==> src/rtl/expr_mem_responder.sv <==
// expr_mem_responder: 8x32 operand/result store behind a req/ack handshake; ports clk, rst, en, req, rw, address, in -> out, ack, busy
module expr_mem_responder #(
  parameter int DATA_W = 32,
  parameter int ADDR_W = 3,
  parameter int RD_LAT = 2
) (
  input  logic              clk,
  input  logic              rst,
  input  logic              en,
  input  logic              req,
  input  logic              rw,
  input  logic [ADDR_W-1:0] address,
  input  logic [DATA_W-1:0] in,
  output logic [DATA_W-1:0] out,
  output logic              ack,
  output logic              busy
);
  localparam int DEPTH = 2**ADDR_W;
  typedef enum logic [1:0] {IDLE, WR, RD_WAIT, RESP} state_t;
  state_t state_q, state_d;
  logic [3:0] cnt_q, cnt_d;
  logic [ADDR_W-1:0] addr_q, addr_d;
  logic [DATA_W-1:0] data_q, data_d;
  logic [DATA_W-1:0] out_q, out_d;
  logic ack_q, ack_d;
  logic busy_q, busy_d;
  logic [DATA_W-1:0] mem_q [DEPTH];
  logic [DATA_W-1:0] mem_d [DEPTH];
  logic accept;
  logic rd_done;
  assign accept = state_q == IDLE && en && req;
  assign rd_done = state_q == RD_WAIT && cnt_q == '0;
  assign out = out_q;
  assign ack = ack_q;
  assign busy = busy_q;
  always_ff @(posedge clk)
    if (rst) state_q <= IDLE;
    else state_q <= state_d;
  always_comb begin
    state_d = state_q == IDLE    ? (accept ? (rw ? WR : RD_WAIT) : IDLE)
            : state_q == WR      ? RESP
            : state_q == RD_WAIT ? (rd_done ? RESP : RD_WAIT)
            : IDLE;
  end
  always_comb begin
    addr_d = accept ? address : addr_q;
    data_d = accept ? in : data_q;
    cnt_d = accept ? 4'(RD_LAT - 1) : (state_q == RD_WAIT && !rd_done) ? cnt_q - 4'd1 : cnt_q;
    out_d = rd_done ? mem_q[addr_q] : out_q;
    ack_d = state_q == WR || rd_done;
    busy_d = accept ? 1'b1 : state_q == RESP ? 1'b0 : busy_q;
    mem_d = mem_q;
    if (state_q == WR) mem_d[addr_q] = data_q;
  end
  always_ff @(posedge clk)
    if (rst) begin
      cnt_q <= '0;
      addr_q <= '0;
      data_q <= '0;
      out_q <= '0;
      ack_q <= 1'b0;
      busy_q <= 1'b0;
      mem_q <= '{default: '0};
    end else begin
      cnt_q <= cnt_d;
      addr_q <= addr_d;
      data_q <= data_d;
      out_q <= out_d;
      ack_q <= ack_d;
      busy_q <= busy_d;
      mem_q <= mem_d;
    end
endmodule

==> config.mk <==
export PLATFORM = sky130hd
export DESIGN_NAME = expr_mem_responder
export DESIGN_NICKNAME = d
export VERILOG_FILES = /design/src/rtl/expr_mem_responder.sv
export SDC_FILE = /design/constraint.sdc
export NUM_CORES = 1
export LEC_CHECK = 0
export BUFFER_PORTS_ARGS = -buffer_cell sky130_fd_sc_hd__buf_2
export CAP_MARGIN = 25
export CORE_MARGIN = 2
export CORE_UTILIZATION = 31
export DETAILED_ROUTE_END_ITERATION = 16
export PLACE_DENSITY_LB_ADDON = 0.15
export SETUP_SLACK_MARGIN = 0.3
export SYNTH_ARGS = -nofsm -noshare
export SYNTH_HDL_FRONTEND = slang
export SYNTH_SLANG_ARGS = --single-unit
==> constraint.sdc <==
create_clock -name clk -period 2.05 [get_ports clk]
set_input_delay 0.1025 -clock clk [delete_from_list [all_inputs] [get_ports clk]]
set_output_delay 0.1025 -clock clk [all_outputs]
set_load 0.1 [all_outputs]
# Word-level counts from Yosys, hierarchy flattened

Cells that the tools add are included.
Widths: inputs -> output; s select.

Register bits: 331
Output and inout bits: 34
Logic and storage cells: 51

Add/subtract/negate cells: 1
Order comparisons: 2
Eq/ne operators: 3
Multiplexer cells: 16
Bitwise operators: 1
Reduce and logical (&&, ||, !) cells: 12

Operators by type and width:

| operator            | number |
|---|---|
| $bwmux 256          | 1 |
| $bmux 32 s3         | 1 |
| $demux 32 s3        | 1 |
| $mux 32             | 3 |
| $mux 2              | 5 |
| $logic_and 1x1->1   | 5 |
| $mux 1              | 5 |
| $eq 2x2->1 const B  | 2 |
| $ge 4x4->1 const B  | 1 |
| $logic_not 4->1     | 1 |
| $lt 4x1->1 const B  | 1 |
| $not 3->4           | 1 |
| $reduce_bool 2->1   | 2 |
| $sub 4x1->4 const B | 1 |
| $eq 2x1->1 const B  | 1 |
| $logic_not 2->1     | 1 |
| $reduce_or 2->1     | 1 |
| $logic_not 1->1     | 1 |
| $logic_or 1x1->1    | 1 |

# Logic depth before layout (Yosys ltp)

Gate-level depths: netlist of the first run.

Word-level depth: 6
Depth in mapped cells: 8
Gate-level depth less buffers: 6

# Worst setup path before layout of the first run

Ideal clock, no wire load.

Path kind: register -> register
Start: register cnt_q[0]
End: register cnt_q[1]
Library setup time: 112 ps
Data arrival time: 1394 ps
Slack: 544 ps
Cell stages (with the launch flop): 6
Cell sequence: dfxtp_1 > inv_1 > ha_1 > or3b_1 > and2_1 > a2111oi_1

Longest elaborated chain between the ends: 4

Ends and longest elaborated chain:

| item                                                | RTL line | text |
|---|---|---|
| start, declared                                     | 21       | `logic [3:0] cnt_q, cnt_d;` |
| start signal, assigned                              | 65       | `cnt_q <= cnt_d;` |
| branches (longest 4 deep; another with $sub 4x1->4) | -        |  |

Several ways; the timed one is not identified.
A chain may end at the register's enable or synchronous reset.

# Worst setup path in the final report of the first run

Start: register addr_q[0]
End: register mem_q[164] (netlist bit)

Longest elaborated chain between the ends: 6

Ends and longest elaborated chain:

| item                                                                  | RTL line | text |
|---|---|---|
| start, declared                                                       | 22       | `logic [ADDR_W-1:0] addr_q, addr_d;` |
| start signal, assigned                                                | 66       | `addr_q <= addr_d;` |
| $not 3->4 (not written as such) (*)                                   | 53       | `if (state_q == WR) mem_d[addr_q] = data_q;` |
| $ge 4x4->1 (not written as such) / $lt 4x1->1 (equally long branches) | 53       |  |
| $logic_and 1x1->1 (not written as such)                               | 53       |  |
| $mux 32 (not written as such)                                         | 53       |  |
| $demux 32 s3 (*)                                                      | 53       |  |
| $bwmux 256 (*)                                                        | 53       |  |
| end signal, assigned                                                  | 71       | `mem_q <= mem_d;` |
| end, declared                                                         | 27       | `logic [DATA_W-1:0] mem_q [DEPTH];` |

Mark *: on every way between the ends. The rest lies on a longest branch, timed or not.

==> results.ini, run 1 <==
[status]
status=complete, no violations

[setup_path]
crit_slowest_cell=dfxtp_4
cp-end-kind=flop
critPathMaxStageDelay_ns=0.41
arrival_ns=2.20
cp-start-kind=flop
crit_family=simple AND/OR/NAND/NOR gates
path_cells=buf_6, nor2_2, and3_1, buf_12, nand2_1, a21oi_1
path_depth=6
worstReg2RegEnd=mem_q[164]$_SDFFE_PP0P_
cp_max_fo=24
rrSetupSlack_ns=0.33
worstSetupPathType=flop to flop
required_ns=2.53
worstRegToRegCells=6
worstReg2RegStart=addr_q[0]$_SDFFE_PP0P_
critical_path_buf_inv_count=2

[logic_synthesis]
synthesis.nets=1786
synth_area_sq_um=13710
synth.yosys.seq_area_share=0.4833
yosysWarnings=0
synthArstFlopShare=0
avgSynthCellArea_sq_um=7.880
muxShareOfSynthArea=0.06050
ys_seq_elements=331
synthAdderAreaFrac=0.005475
synth_top_cell_by_area=dfxtp_1
synth_edf_count=0
yosys.area_share.simple=0.1835
ys.flop_type=dfxtp_1
synthCells=1740
synth_xor_area_frac=0.001916
synth_cell_types=49
synth_compound_area_frac=0.2020
synth_top_family_by_area=compound AO/OA/AOI/OAI gates
synth_top_area_frac=0.4833
synth.area.top_cells=dfxtp_1 48%, nand2_1 16%, a21oi_1 12%

[placement]
dp_slack_ns=0.09982
port-buffer-count=73
placed_cells=2308
placed_area_sq_um=14890
hpwl_um=29340
place_congestion=0.7715

[sta]
setup_viol=0
holdWs_ns=0.1602
clock_skew_ns=0.01851
fmax_mhz=580.7
finalCriticalPeriod_ns=1.722
tightest_slew_ns=0.5769
relSlewSlack=0.6150
rsz0062_at_grt=true
fin_ws_ns=0.3279
tns_ns=0
drv_slew=0
hold_violations=0
min_period_over_period=0.8401

[detailed_routing]
maxUsedRoutingLayer=met4
dr_wl_met3_um=2446
vias=12330
route.met2.wl_um=22740
wl_met1_um=22590
wl_per_cell_um=20.23
routed_via_density=5.077
drc_errors=0
ant_nets=0
drt-total-wl_um=49120
drt_iter0_drc=907
dr.pass1.iters=5

[die]
die_w_um=214.3
fp-row-count=77
initial_utilization=0.3121
io_pins=74
die_h_um=214.3
die_area_sq_um=45930
coreArea_sq_um=43930

[clock_network]
cts_buffers=39
cts_tree=yes
root_buffer=clkbuf_16
clk_latency_ns=0.56
htree_levels=2
clockBufferDepth=3
clkSinkCount=331
clkTransAtPathRegs_ns=0.06

[grt]
grt_pass1_vias=11850
grt_pass1_wl_um=73620
grt_max_degree=74
antenna_found_initial=0
grtUsageTotal=0.2065
overflow=0

[cells_and_area]
layout_commonest_cell=nand2_1
finalNonFillerCells=2428
drive_above_1_share=0.1411
diodes=0
final_area_sq_um=16860
nNetsFinal=1856
post-route-util=0.3838
synthToLayoutAreaGrowth_pct=22.97
layout_common_cells=592 x nand2_1, 341 x a21oi_1, 328 x dfxtp_1

[power]
combPwrFrac=0.071
p_sw_mw=3.635
power_frac_clock=0.481
power.density_nw_per_um2=877.3
intPower_mw=11.16
p_leak_nw=5.753
irDropWorstVdd_uv=459.6
sw_frac_of_total=0.2457
p_seq_frac=0.448
finalPower_mw=14.79

[hold_path]
min_from=en
holdPathEnd=data_q[29]$_SDFFE_PP0P_
min_path_cells=4
min_path_type=input port to flop

[job]
cap_violations=0

-- metal layers --
| layer | vias up | track usage |
|---|---|---|
| li1 | 5994 | - |
| met1 | 5959 | 0.2823 |
| met2 | 303 | 0.3367 |
| met3 | 71 | 0.02695 |
| met4 | 0 | 0.06829 |
| met5 | - | 0 |
-- logic make-up (layout without fill, tap and decap cells) --
family | count (synthesis) | count (layout)
xor gates and xnor gates | 3 | 3
muxes | 78 | 78
AOI/OAI and AO/OA | 488 | 488
DFF | 331 | 331
and+or+nand+nor | 644 | 645
adders and majority gates | 6 | 6
buffers and inverters | 190 | 285
-- registers in the layout, summed over array words and instances (netlist names) --
name,cells
state_q,2
cnt_q,4
out,32
busy,1
addr_q,3
ack,1
data_q,32
mem_q,256
-- Yosys cell counts, types with 12 or more instances --
library cell / count
nand3_1: 16
clkbuf_1: 97
buf_2: 61
a31oi_1: 25
a21oi_1: 341
mux2i_1: 48
nand2_1: 592
mux2_1: 27
a211oi_1: 15
o21ai_0: 44
dfxtp_1: 331
a211o_1: 12
-- power groups by stage --
| stage | combinational (mW) | clock (mW) | sequential, mW |
|---|---|---|---|
| floorplan | 0.488 | 0 | 6.85 |
| global placement | 0.933 | 0 | 6.77 |
| detailed placement | 0.933 | 0 | 6.77 |
| CTS | 1.00 | 7.26 | 6.63 |
| global route | 1.11 | 7.54 | 6.64 |
| finish | 1.05 | 7.11 | 6.63 |
-- what timing repair did --
action                     4_1_cts  5_1_grt
hold buffers                    37        0
pin swaps                        0        4
buffers inserted                 3        9
gates resized for setup         11       18
hold endpoints to repair        81        0
gates cloned                     0        4
setup endpoints to repair      125      250
-- worst max path at each step --
stage                           startpoint  slack (ns)                 endpoint
finish              addr_q[0]$_SDFFE_PP0P_        0.33  mem_q[164]$_SDFFE_PP0P_
CTS                 addr_q[2]$_SDFFE_PP0P_        0.27   mem_q[95]$_SDFFE_PP0P_
global placement    addr_q[2]$_SDFFE_PP0P_        0.15  mem_q[205]$_SDFFE_PP0P_
detailed placement  addr_q[2]$_SDFFE_PP0P_         0.1  mem_q[206]$_SDFFE_PP0P_
floorplan            cnt_q[0]$_SDFFE_PP0P_        0.54    cnt_q[1]$_SDFFE_PP0P_
global route        addr_q[0]$_SDFFE_PP0P_        0.26  mem_q[217]$_SDFFE_PP0P_
-- worst min-delay path, cell delays in order --
cell and delay, ns:
buf_2 0.11, nand3_4 0.24, nand2_1 0.15, a21oi_1 0.06
-- final cells by class --
type | count | area, sq um
Clock inverter | 9 | 96.34
Sequential cell | 331 | 6635
Clock buffer | 58 | 1210
Timing Repair Buffer | 209 | 1852
Inverter | 9 | 33.78
Multi-Input combinational cell | 1220 | 6292
Tap cell | 592 | 740.7
Fill cell | 4579 | 27070
No activity file was read; power rests on OpenSTA's default activity.
==> run 2, diff against run 1 <==
clock period = 1.78 ns   (was 2.05 ns; I/O delays follow)
==> run 2 against run 1 <==
Setup slack worse by 0.22 ns. Register-to-register slack got worse by 0.22 ns. Fmax rose by 2.8%. Critical endpoint is now mem_q[236]$_SDFFE_PP0P_. Via count grew 4.6%. Sequential cell count stayed put. Largest cell class is now multi-input combinational cells. Combinational power rose by 35%. Total power up 18%. Critical path depth unchanged. Non-clock buffer count rose by 59.
==> results.ini, run 2 (synthesized netlist as in run 1, its figures left out) <==
[setup_path]
endpoint=mem_q[236]$_SDFFE_PP0P_
path_cells=buf_12, nor3_4, and2_4, clkbuf_16, nand2_1, a21oi_2
crit_slowest_cell=dfxtp_4
arrival_ns=2.15
critical_path_buf_inv_count=2
cp-start-kind=flop
crit_family=simple AND/OR/NAND/NOR gates
worstReg2RegStart=addr_q[1]$_SDFFE_PP0P_
worstRegToRegCells=6
path_depth=6
required_ns=2.26
worstReg2RegEnd=mem_q[236]$_SDFFE_PP0P_
rrSetupSlack_ns=0.11
cp_max_fo=8
worstSetupPathType=flop to flop
setup.worst_path.start=addr_q[1]$_SDFFE_PP0P_
critPathMaxStageDelay_ns=0.40
cp-end-kind=flop

[placement]
dp_slack_ns=-0.06472
port-buffer-count=73
hpwl_um=29400
place_congestion=0.7473

[die]
initial_utilization=0.3121
io_pins=74
coreArea_sq_um=43930
fp-row-count=77
die_area_sq_um=45930
die_w_um=214.3
die_h_um=214.3

[cells_and_area]
synthToLayoutAreaGrowth_pct=38.06
layout_common_cells=529 x nand2_1, 324 x dfxtp_1, 265 x a21oi_1
largest_register_ffs=256
drive_above_1_share=0.2543
nNetsFinal=1915
largest-register=mem_q
diodes=0
layout_commonest_cell=nand2_1

[sta]
clock_skew_ns=0.01111
setup_viol=0
rsz0062_at_grt=true
tns_ns=0
min_period_over_period=0.9409
finalCriticalPeriod_ns=1.675
holdWs_ns=0.09614
tightest_slew_ns=0.7559
relSlewSlack=0.4954
fin_ws_ns=0.1052
hold_violations=0
drv_slew=0
fmax_mhz=597.1

[grt]
grt_pass1_wl_um=73360
grtUsageTotal=0.2071
grt_max_degree=48
overflow=0
grt_pass1_vias=11790
antenna_found_initial=1

[power]
intPower_mw=13.15
p_leak_nw=7.183
irDropWorstVdd_uv=545.5
power_frac_clock=0.480
combPwrFrac=0.081
power.density_nw_per_um2=923.0
p_seq_frac=0.439
sw_frac_of_total=0.2472
p_sw_mw=4.319

[detailed_routing]
wl_per_cell_um=21.60
drt_iter0_drc=1002
routed_via_density=5.175
drt-total-wl_um=53820
vias=12890
ant_nets=0
dr.pass1.iters=7
drc_errors=0

[clock_network]
htree_levels=2
root_buffer=clkbuf_16
clkSinkCount=331
cts_tree=yes
cts_buffers=39
clkTransAtPathRegs_ns=0.06
clk_latency_ns=0.55
clockBufferDepth=3

[hold_path]
min_path_type=input port to flop

[job]
cap_violations=0

[status]
status=complete, no violations

-- run 2: how the worst min path moves through the flow --
stage	cells after the start	endpoint	start
5_1_grt	5	data_q[29]$_SDFFE_PP0P_	req
6_report	5	data_q[24]$_SDFFE_PP0P_	en
4_1_cts	5	data_q[28]$_SDFFE_PP0P_	en
3_3_place_gp	3	data_q[17]$_SDFFE_PP0P_	in[17]
3_5_place_dp	3	data_q[18]$_SDFFE_PP0P_	in[18]
2_1_floorplan	2	addr_q[0]$_SDFFE_PP0P_	address[0]
-- run 2: final cells by class --
cell class                 count  area (sq um)
clock buffer                  53          1121
clock inverter                18         215.2
fill                        4368         25000
inverter                       9         41.29
multi-input combinational   1220          7176
sequential                   331          6643
tap                          592         740.7
timing repair buffer         268          2993
-- run 2: through the flow --
step	power (mW)	util	std cells	area, sq um
2_1_floorplan	8.458	-	1740	13720
3_3_place_gp	8.901	0.3443	2317	15130
3_5_place_dp	8.900	0.3443	2317	15130
4_1_cts	17.38	0.3873	2433	17020
5_1_grt	18.01	0.4309	2491	18930
6_report	17.47	0.4309	2491	18930
-- run 2: metal layers --
metal | up-vias | wire [um] | share of wire | track usage
li1 | 6138 | - | - | -
met1 | 6304 | 24290 | 0.45 | 0.2799
met2 | 347 | 24750 | 0.46 | 0.3461
met3 | 103 | 3151 | 0.059 | 0.03248
met4 | 0 | 1624 | 0.030 | 0.05046
met5 | - | 0 | 0 | 0
-- run 2: power groups by stage --
stage	combinational [mW]	sequential, mW	clock [mW]
2_1_floorplan	0.564	7.89	0
3_3_place_gp	1.11	7.79	0
3_5_place_dp	1.11	7.79	0
4_1_cts	1.21	7.63	8.54
5_1_grt	1.49	7.68	8.84
6_report	1.42	7.66	8.39
-- run 2: worst min-delay path: cells and delay by family --
kind / cells / cell delay (ns)
compound gates: 1 / 0.05
simple gates: 2 / 0.18
buf+inv: 2 / 0.27
-- run 2: what timing repair did --
action | in CTS | in global routing
hold endpoints to repair | 67 | 0
resized for setup | 23 | 288
endpoints found under the setup margin | 299 | 314
pin swaps | 2 | 98
setup buffers | 6 | 33
hold buffers | 37 | 0
gates cloned | 2 | 25
==> run 3, diff against run 2 <==
CORE_MARGIN = default   (was 2)
SETUP_SLACK_MARGIN = 0.1   (was 0.3)
==> run 3 against run 2 <==
Routed wire length down 5.5%. Sequential cell count unchanged. Die area decreased by 1.9%. Via count shrank 3.2%. Fmax up 0.70%. Cell area fell by 8.5%. Sequential share of layout area up 3.2 points. Hold slack got worse by 0.059 ns. Global-route usage rose by 0.78 points. Critical path type unchanged. Critical endpoint is now out[9]$_SDFFE_PP0P_. Largest cell class is now flip-flops and latches. Largest power group unchanged.
==> results.ini, run 3 (synthesized netlist as in run 1, its figures left out) <==
[setup_path]
setup.worst_path.start=addr_q[0]$_SDFFE_PP0P_
worstReg2RegEnd=out[9]$_SDFFE_PP0P_
worstReg2RegStart=addr_q[0]$_SDFFE_PP0P_
endpoint=out[9]$_SDFFE_PP0P_
cp_max_fo=16
required_ns=2.21
cp-end-kind=flop
worstRegToRegCells=5
worstSetupPathType=flop to flop
rrSetupSlack_ns=0.12
cp-start-kind=flop
arrival_ns=2.10

[sta]
holdWs_ns=0.03746
setup_viol=0
tightest_slew_ns=0.5110
tns_ns=0
hold_violations=0
drv_slew=0
fin_ws_ns=0.1169
min_period_over_period=0.9343
relSlewSlack=0.6589
clock_skew_ns=0.01622
finalCriticalPeriod_ns=1.663
fmax_mhz=601.3
rsz0062_at_grt=true

[grt]
grt_pass1_wl_um=73190
grtUsageTotal=0.2149
grt_pass1_vias=11680
grt_max_degree=81
antenna_found_initial=0
overflow=0

[cells_and_area]
diodes=0
layout_commonest_cell=nand2_1
nNetsFinal=1866
drive_above_1_share=0.1502
layout_common_cells=592 x nand2_1, 338 x a21oi_1, 327 x dfxtp_1
nFillCells=4486
synthToLayoutAreaGrowth_pct=26.34
post-route-util=0.3995
final_area_sq_um=17320
largest-register=mem_q
largest_register_ffs=256
finalNonFillerCells=2436

[detailed_routing]
ant_nets=0
drt_iter0_drc=1007
routed_via_density=5.124
wl_per_cell_um=20.89
dr.pass1.iters=5
vias=12480
drt-total-wl_um=50880
drc_errors=0

[power]
irDropWorstVdd_uv=632.2
finalPower_mw=17.17
power.density_nw_per_um2=991.0
p_leak_nw=5.932

[clock_network]
clk_latency_ns=0.56
htree_levels=2
clockBufferDepth=3
cts_tree=yes
clkTransAtPathRegs_ns=0.06
root_buffer=clkbuf_16
clkSinkCount=331
cts_buffers=40

[placement]
port-buffer-count=73
place_congestion=0.7831
placed_area_sq_um=15050
dp_slack_ns=0.02254
hpwl_um=28240
placed_cells=2300

[job]
cap_violations=0

[die]
fp-row-count=76
die_h_um=212.3
io_pins=74
initial_utilization=0.3162
die_w_um=212.3
coreArea_sq_um=43360
die_area_sq_um=45070

[hold_path]
min_path_type=input port to flop

[status]
status=complete, no violations

[run 3: final cells by class]
class,count,area [sq um],share of cell area
well taps,585,732.0,0.04226
repair buffers,219,2278,0.1315
clock inverters,11,115.1,0.006645
multi-input cells,1219,6309,0.3642
inverters,9,33.78,0.001950
clock buffers,62,1215,0.07014
flip-flops and latches,331,6639,0.3833
[run 3: what timing repair did]
item / CTS / global route
buffers inserted: 4 / 10
setup endpoints to repair: 94 / 273
endpoints found under the hold margin: 68 / 0
resized for setup: 6 / 30
gates cloned: 2 / 10
pin swaps: 1 / 2
hold buffers: 37 / 0
[run 3: report_power, final]
group	internal (mW)	leakage (nW)	switching, mW	total [mW]
clock	4.99	0.657	3.28	8.27
combinational	0.437	2.60	0.828	1.27
sequential	7.49	2.67	0.145	7.63
total	12.9	5.93	4.25	17.2
[run 3: worst min path at each step]
stage,startpoint,endpoint,cells after the start
2_1_floorplan,address[0],addr_q[0]$_SDFFE_PP0P_,2
3_3_place_gp,in[11],data_q[11]$_SDFFE_PP0P_,3
3_5_place_dp,in[21],data_q[21]$_SDFFE_PP0P_,3
4_1_cts,req,busy$_SDFFE_PP0P_,4
5_1_grt,req,cnt_q[0]$_SDFFE_PP0P_,4
6_report,req,cnt_q[0]$_SDFFE_PP0P_,4
[run 3: worst max-delay path, cell delays in order (launching register included)]
cell      delay [ns]
dfxtp_4         0.39
buf_12          0.19
buf_4           0.18
mux2_1          0.34
a222oi_1        0.31
a31oi_1         0.12
[run 3: layer usage]
metal,share of wire,track usage,wire length [um],vias to the layer above
li1,-,-,-,6014
met1,0.46,0.2970,23400,6008
met2,0.45,0.3480,23110,381
met3,0.063,0.03220,3185,78
met4,0.023,0.05656,1178,0
met5,0,0,0,-
